File: src/rtl/rf_wb_arbiter_if.sv
// Writeback request bus between the functional units and the register-file arbiter.
// Requester i occupies lane i of each packed vector.
interface rf_wb_arbiter_if #(
  parameter int unsigned NUM_REQ = 4,
  parameter int unsigned ADDR_W  = 6,
  parameter int unsigned DATA_W  = 32
);
  logic [NUM_REQ-1:0]        req_valid;
  logic [NUM_REQ*ADDR_W-1:0] req_addr;
  logic [NUM_REQ*DATA_W-1:0] req_data;
  logic [NUM_REQ-1:0]        req_ready;

  modport master (
    output req_valid,
    output req_addr,
    output req_data,
    input  req_ready
  );

  modport slave (
    input  req_valid,
    input  req_addr,
    input  req_data,
    output req_ready
  );
endinterface

File: src/rtl/rf_wb_arbiter.sv
// Round-robin arbiter sharing the two register-file write ports among NUM_REQ writeback units.
// Grants at most two requests per cycle with distinct addresses; write ports are registered.
module rf_wb_arbiter #(
  parameter int unsigned NUM_REQ   = 4,
  parameter int unsigned ADDR_W    = 6,
  parameter int unsigned DATA_W    = 32,
  parameter bit          ZERO_DROP = 1'b1
) (
  input  logic                       clk_i,
  input  logic                       rst_ni,
  input  logic                       stall_i,
  rf_wb_arbiter_if.slave             req_if,
  output logic                       we1_o,
  output logic [ADDR_W-1:0]          waddr1_o,
  output logic [DATA_W-1:0]          wdata1_o,
  output logic                       we2_o,
  output logic [ADDR_W-1:0]          waddr2_o,
  output logic [DATA_W-1:0]          wdata2_o,
  output logic [$clog2(NUM_REQ)-1:0] rr_ptr_o
);

  localparam int unsigned PtrW = $clog2(NUM_REQ);
  localparam int unsigned SumW = PtrW + 1;

  logic [ADDR_W-1:0] addr_arr [NUM_REQ];
  logic [DATA_W-1:0] data_arr [NUM_REQ];

  for (genvar i = 0; i < NUM_REQ; i++) begin : g_unpack
    assign addr_arr[i] = req_if.req_addr[i*ADDR_W +: ADDR_W];
    assign data_arr[i] = req_if.req_data[i*DATA_W +: DATA_W];
  end

  logic [PtrW-1:0]   rr_ptr_q, rr_ptr_d;
  logic              we1_q, we1_d, we2_q, we2_d;
  logic [ADDR_W-1:0] waddr1_q, waddr1_d, waddr2_q, waddr2_d;
  logic [DATA_W-1:0] wdata1_q, wdata1_d, wdata2_q, wdata2_d;

  logic              arb_en;
  logic              g1_vld, g2_vld;
  logic [PtrW-1:0]   g1_idx, g2_idx, last_idx;
  logic [NUM_REQ-1:0] ready;

  // Ready is forced low during reset so nothing is handshaken while state is cleared.
  assign arb_en = rst_ni & ~stall_i;

  // Circular scan from rr_ptr: first valid is G1, next valid with a different address is G2.
  always_comb begin
    logic [SumW-1:0] sum;
    logic [PtrW-1:0] idx;
    sum    = '0;
    idx    = '0;
    g1_vld = 1'b0;
    g1_idx = '0;
    g2_vld = 1'b0;
    g2_idx = '0;
    for (int unsigned k = 0; k < NUM_REQ; k++) begin
      sum = {1'b0, rr_ptr_q} + SumW'(k);
      if (sum >= SumW'(NUM_REQ)) begin
        sum = sum - SumW'(NUM_REQ);
      end
      idx = sum[PtrW-1:0];
      if (arb_en && req_if.req_valid[idx]) begin
        if (!g1_vld) begin
          g1_vld = 1'b1;
          g1_idx = idx;
        end else if (!g2_vld && (addr_arr[idx] != addr_arr[g1_idx])) begin
          g2_vld = 1'b1;
          g2_idx = idx;
        end
      end
    end
  end

  always_comb begin
    ready    = '0;
    rr_ptr_d = rr_ptr_q;
    last_idx = g1_idx;
    we1_d    = 1'b0;
    waddr1_d = waddr1_q;
    wdata1_d = wdata1_q;
    we2_d    = 1'b0;
    waddr2_d = waddr2_q;
    wdata2_d = wdata2_q;

    if (g1_vld) begin
      ready[g1_idx] = 1'b1;
      // Address-0 writes still consume the slot, they just never reach the RAM.
      we1_d    = !(ZERO_DROP && (addr_arr[g1_idx] == '0));
      waddr1_d = addr_arr[g1_idx];
      wdata1_d = data_arr[g1_idx];
    end

    if (g2_vld) begin
      ready[g2_idx] = 1'b1;
      we2_d    = !(ZERO_DROP && (addr_arr[g2_idx] == '0));
      waddr2_d = addr_arr[g2_idx];
      wdata2_d = data_arr[g2_idx];
      last_idx = g2_idx;
    end

    if (g1_vld) begin
      rr_ptr_d = (last_idx == PtrW'(NUM_REQ - 1)) ? '0 : last_idx + PtrW'(1);
    end
  end

  assign req_if.req_ready = ready;

  always_ff @(posedge clk_i or negedge rst_ni) begin
    if (!rst_ni) begin
      rr_ptr_q <= '0;
      we1_q    <= 1'b0;
      waddr1_q <= '0;
      wdata1_q <= '0;
      we2_q    <= 1'b0;
      waddr2_q <= '0;
      wdata2_q <= '0;
    end else begin
      rr_ptr_q <= rr_ptr_d;
      we1_q    <= we1_d;
      waddr1_q <= waddr1_d;
      wdata1_q <= wdata1_d;
      we2_q    <= we2_d;
      waddr2_q <= waddr2_d;
      wdata2_q <= wdata2_d;
    end
  end

  assign we1_o    = we1_q;
  assign waddr1_o = waddr1_q;
  assign wdata1_o = wdata1_q;
  assign we2_o    = we2_q;
  assign waddr2_o = waddr2_q;
  assign wdata2_o = wdata2_q;
  assign rr_ptr_o = rr_ptr_q;

endmodule

File: src/flat_wrapper.sv
// flat-port wrapper written by rule: the top's interface ports become plain ports
module rf_wb_arbiter_flat 
#(
  parameter int unsigned NUM_REQ   = 4,
  parameter int unsigned ADDR_W    = 6,
  parameter int unsigned DATA_W    = 32,
  parameter bit          ZERO_DROP = 1'b1
)
  (clk_i, rst_ni, stall_i, we1_o, waddr1_o, wdata1_o, we2_o, waddr2_o, wdata2_o, rr_ptr_o, req_if_req_valid, req_if_req_addr, req_if_req_data, req_if_req_ready);
  rf_wb_arbiter_if #(.NUM_REQ(NUM_REQ), .ADDR_W(ADDR_W), .DATA_W(DATA_W)) req_if_i ();
  input  logic clk_i;
  input  logic rst_ni;
  input  logic stall_i;
  output logic we1_o;
  output logic [ADDR_W-1:0] waddr1_o;
  output logic [DATA_W-1:0] wdata1_o;
  output logic we2_o;
  output logic [ADDR_W-1:0] waddr2_o;
  output logic [DATA_W-1:0] wdata2_o;
  output logic [$clog2(NUM_REQ)-1:0] rr_ptr_o;
  input wire logic [$bits(req_if_i.req_valid)-1:0] req_if_req_valid;
  input wire logic [$bits(req_if_i.req_addr)-1:0] req_if_req_addr;
  input wire logic [$bits(req_if_i.req_data)-1:0] req_if_req_data;
  output wire logic [$bits(req_if_i.req_ready)-1:0] req_if_req_ready;
  assign req_if_i.req_valid = req_if_req_valid;
  assign req_if_i.req_addr = req_if_req_addr;
  assign req_if_i.req_data = req_if_req_data;
  assign req_if_req_ready = req_if_i.req_ready;
  rf_wb_arbiter #(.NUM_REQ(NUM_REQ), .ADDR_W(ADDR_W), .DATA_W(DATA_W), .ZERO_DROP(ZERO_DROP)) u_core (.clk_i(clk_i), .rst_ni(rst_ni), .stall_i(stall_i), .req_if(req_if_i), .we1_o(we1_o), .waddr1_o(waddr1_o), .wdata1_o(wdata1_o), .we2_o(we2_o), .waddr2_o(waddr2_o), .wdata2_o(wdata2_o), .rr_ptr_o(rr_ptr_o));
endmodule
File: config.mk
export PLATFORM = sky130hd
export DESIGN_NAME = rf_wb_arbiter_flat
export DESIGN_NICKNAME = d
export VERILOG_FILES = /design/src/rtl/rf_wb_arbiter_if.sv /design/src/rtl/rf_wb_arbiter.sv /design/src/flat_wrapper.sv
export SDC_FILE = /design/constraint.sdc
export NUM_CORES = 1
export LEC_CHECK = 0
export CAP_MARGIN = 0
export CORE_MARGIN = 1
export CORE_UTILIZATION = 45
export CTS_BUF_LIST = sky130_fd_sc_hd__clkbuf_2 sky130_fd_sc_hd__clkbuf_4 sky130_fd_sc_hd__clkbuf_8
export DETAILED_ROUTE_END_ITERATION = 8
export PLACE_DENSITY = 0.82
export RECOVER_POWER = 100
export SLEW_MARGIN = 25
export SYNTH_ARGS = -nofsm -noshare
export SYNTH_HDL_FRONTEND = slang
export SYNTH_SLANG_ARGS = --single-unit
File: constraint.sdc
create_clock -name clk_i -period 5.6 [get_ports clk_i]
set_input_delay 0.56 -clock clk_i [delete_from_list [all_inputs] [get_ports clk_i]]
set_output_delay 0.56 -clock clk_i [all_outputs]
set_load 0.05 [all_outputs]
==> metrics.cfg <==
[route]
routedWlPerCell_microns=19.9
antenna_left=0
drcViolationCount=0
wl_microns=28800
vias_per_cell=6.14
drt_first_pass_iters=7
drtIter0Drc=850
via_count=8894

[critical_path]
crit_chain=clkdlybuf4s50_1 -> mux2_2 -> nor2_1 -> nor3_2 -> ha_1 -> clkinv_1 -> o211ai_1 -> a21oi_1 -> or4_1 -> and4b_1 -> o211ai_1 -> buf_4 -> or2_2 -> nand2_1 -> o21ai_1 -> buf_12
slowest_stage=or4_1
critPathCaptureType=output port
worstPathRequired_ns=5.04
timing.rr.end=u_core.we1_o
arrival_ns=4.75
crit_path_start_kind=input port
rr_worst_depth=10
cp_slowest_stage_delay_ns=0.52
regToRegSetupSlack_ns=0.46
worst_r2r_startpoint=u_core.rr_ptr_o[1]
critPathMaxFanout=10
critPathKind=in -> out
path_common_cell=o211ai_1
cp-startpoint=req_if_req_valid[2]

[synth]
synth.top_cell.area_share_pct=25.2
async_flop_share_pct=100
seq_area_frac_synth_pct=25.2
yosys_warnings=0
syn_inst=1024
synth.distinct_cells=77
synth-edff-count=0
post-synth-top-area-cell=dfrtp_1
synthTopCellsByArea=dfrtp_1 25%, nand2_1 12%, o21ai_0 8.6%
synth_nets=1186
syn_avg_cell_area_sq_um=7.75
ys_ff_latch=80
synthFlopType=dfrtp_1
syn-cell-area_sq_mm=0.00793

[cts]
cts_setup_buffers=0
clk_transition_reported_paths_ns=0.08
cts_num_sinks=80
hold_buffers=0
htreeDepth=3
post_cts_resized=0
cts_made_buffers=9
cts_buffer_depth=2
root_buffer=clkbuf_8
clk-insertion-delay-late_ns=0.36
cts_tree=yes

[pwr]
switchingPower_mw=3.47
p_sw_share_pct=54.6
ir_drop_uv=360
power_frac_clock_pct=8.2
powerDensity_mw_per_mm2=582
seqPwrFrac_pct=16.8
p_leak_nw=4.67
p_int_mw=2.88
power_frac_comb_pct=75.0
fin_total_pwr_mw=6.35

[die]
start_util_pct=46.0
die_h_microns=135
die_w_microns=135
placeableCoreArea_sq_mm=0.0172
dieArea_sq_mm=0.0182
ios=243
rows=48

[cells_and_area]
n_fill_cell=1505
layout.nets=1380
final_cells=1449
ff_latch_area_sq_mm=0.00201
multi_input_area_sq_mm=0.00554
synthToLayoutAreaGrowth_pct=37.4
drive_above_1_share_pct=11.9

[grt]
grt_remaining_overflow=0
track_usage_pct=31.5
grt_pass1_vias=8451
grt_pass1_wl_microns=45200
grt_max_degree=59
antenna_found_initial=1

[timing]
timing.final.crit_share_pct=94.9
whs_ns=0.300
fin_setup_tns_ns=0
fmax_ghz=0.188
slew_headroom_pct=-111
rsz0062_at_grt=no
maxSlewViolCount=59
tightest_slew_ns=3.17
finalSetupViolCount=0
period_needed_ns=5.31
clock_skew_ns=0.00909
hold_viol=0

[placement]
dp_cells=1432
dp_hpwl_microns=21100
gp_congestion=1.02
port_buffers=242

[job]
maxCapViolCount=1

[outcome]
violations=capacitance limit, slew limit
status=finished, violations left

[worst_hold_path]
min_path_type=in -> async

[cell type report]
type                       count  area share, %
antenna                        1         0.0230
clock buffer                  10           1.21
clock inverter                 6          0.987
inverter                      21          0.746
multi-input combinational    829           50.8
sequential                    80           18.4
tap                          225           2.58
timing repair buffer         277           25.2
[cell usage in the layout, fill, tap and decap left out, types with 5 or more instances in the layout]
cell type and n:
xnor2_1 15, buf_4 26, o22ai_1 5, a211o_1 5, nand2b_1 7, o221ai_1 13, dfrtp_1 78, mux2i_1 59
a211oi_1 11, dlygate4sd3_1 80, mux4_2 18, inv_1 18, o221a_2 5, o211ai_1 37, nor3_1 7, nor2_1 18
a31oi_1 5, and2_1 5, nand2_1 253, clkdlybuf4s50_1 157, nand4_1 6, mux2_2 41, a21oi_1 17, clkbuf_8 9
nand3_1 43, a22oi_1 19, o21ai_0 134, buf_12 6
[synthesized netlist by cell type (3+ instances only)]
| cell | instances |
|---|---|
| nand2_1 | 253 |
| o21ai_0 | 136 |
| dfrtp_1 | 80 |
| mux2i_1 | 59 |
| clkbuf_1 | 58 |
| nand3_1 | 43 |
| mux2_2 | 42 |
| o211ai_1 | 37 |
| a21oi_1 | 19 |
| a22oi_1 | 19 |
| nor2_1 | 19 |
| inv_1 | 18 |
| mux4_2 | 18 |
| buf_2 | 16 |
| xnor2_1 | 15 |
| o221ai_1 | 14 |
| a211oi_1 | 11 |
| buf_1 | 8 |
| nor3_1 | 8 |
| buf_4 | 7 |
| nand2b_1 | 7 |
| o22ai_1 | 7 |
| a31oi_1 | 6 |
| nand4_1 | 6 |
| a211o_1 | 5 |
| and2_1 | 5 |
| o221a_2 | 5 |
| a21o_1 | 4 |
| and3b_1 | 4 |
| and4_1 | 4 |
| o221a_1 | 4 |
| o2bb2ai_1 | 4 |
| xor2_1 | 4 |
| a21boi_0 | 3 |
| a2bb2oi_1 | 3 |
| and3_1 | 3 |
| and4b_1 | 3 |
| buf_6 | 3 |
| clkinv_1 | 3 |
| ha_1 | 3 |
| nor2b_1 | 3 |
| nor4_1 | 3 |
| o2111ai_1 | 3 |
| o21ai_1 | 3 |
| o31ai_1 | 3 |
[registers in the layout, summed over array words and instances (netlist names)]
register and count:
u_core.wdata1_o 32, u_core.we2_o 1, u_core.waddr1_o 6, u_core.wdata2_o 32
u_core.we1_o 1, u_core.waddr2_o 6, u_core.rr_ptr_o 2
[power groups by stage]
stage               logic (mW)  registers (mW)  clock network (mW)
finish                    4.76            1.07               0.519
global route              5.07            1.11               0.554
CTS                       4.84            1.08               0.527
detailed placement        4.82            1.08                   0
global placement          4.74            1.08                   0
floorplan                 2.37            2.02                   0
[critical path: cells and delay by family]
kind	cells	cell delay [ns]
AO/OA/AOI/OAI	4	0.95
buffers and inverters	4	1.13
multiplexers	1	0.33
adder cells (fa/ha/maj)	1	0.32
AND/OR/NAND/NOR	6	1.43
[logic make-up (layout without fill, tap and decap cells)]
family	Yosys count	after routing	synth area share, %
compound gates	307	307	25.6
xor+xnor	19	19	2.10
fa+ha+maj	3	3	0.473
buf+inv	115	314	6.34
flops	80	80	25.2
mux	122	122	19.1
other cells	0	1	0
simple gates	378	378	21.1
[metrics by stage]
step | cell area, sq um | setup slack, ns | util (%)
2_1_floorplan | 7980 | 0.0929 | -
3_3_place_gp | 10600 | 0.294 | 61.8
3_5_place_dp | 10700 | 0.179 | 61.9
4_1_cts | 10900 | 0.161 | 63.3
5_1_grt | 10900 | 0.0103 | 63.2
6_report | 10900 | 0.287 | 63.2
[layer usage]
metal,global-route usage [%],routed length [microns],vias to the layer above
met5,0,0,-
met4,14.1,1320,0
met3,6.72,2670,93
met2,50.2,13200,505
met1,41.1,11600,4172
li1,-,-,4124
[worst max-delay path by stage]
stage | endpoint | slack (ns) | depth (start not counted)
floorplan | req_if_req_ready[0] | 0.09 | 22
global placement | u_core.rr_ptr_o[1] | 0.29 | 18
detailed placement | req_if_req_ready[3] | 0.18 | 16
CTS | req_if_req_ready[3] | 0.16 | 16
global route | req_if_req_ready[1] | 0.01 | 16
finish | req_if_req_ready[0] | 0.29 | 16
(Power assumes the default switching activity.)
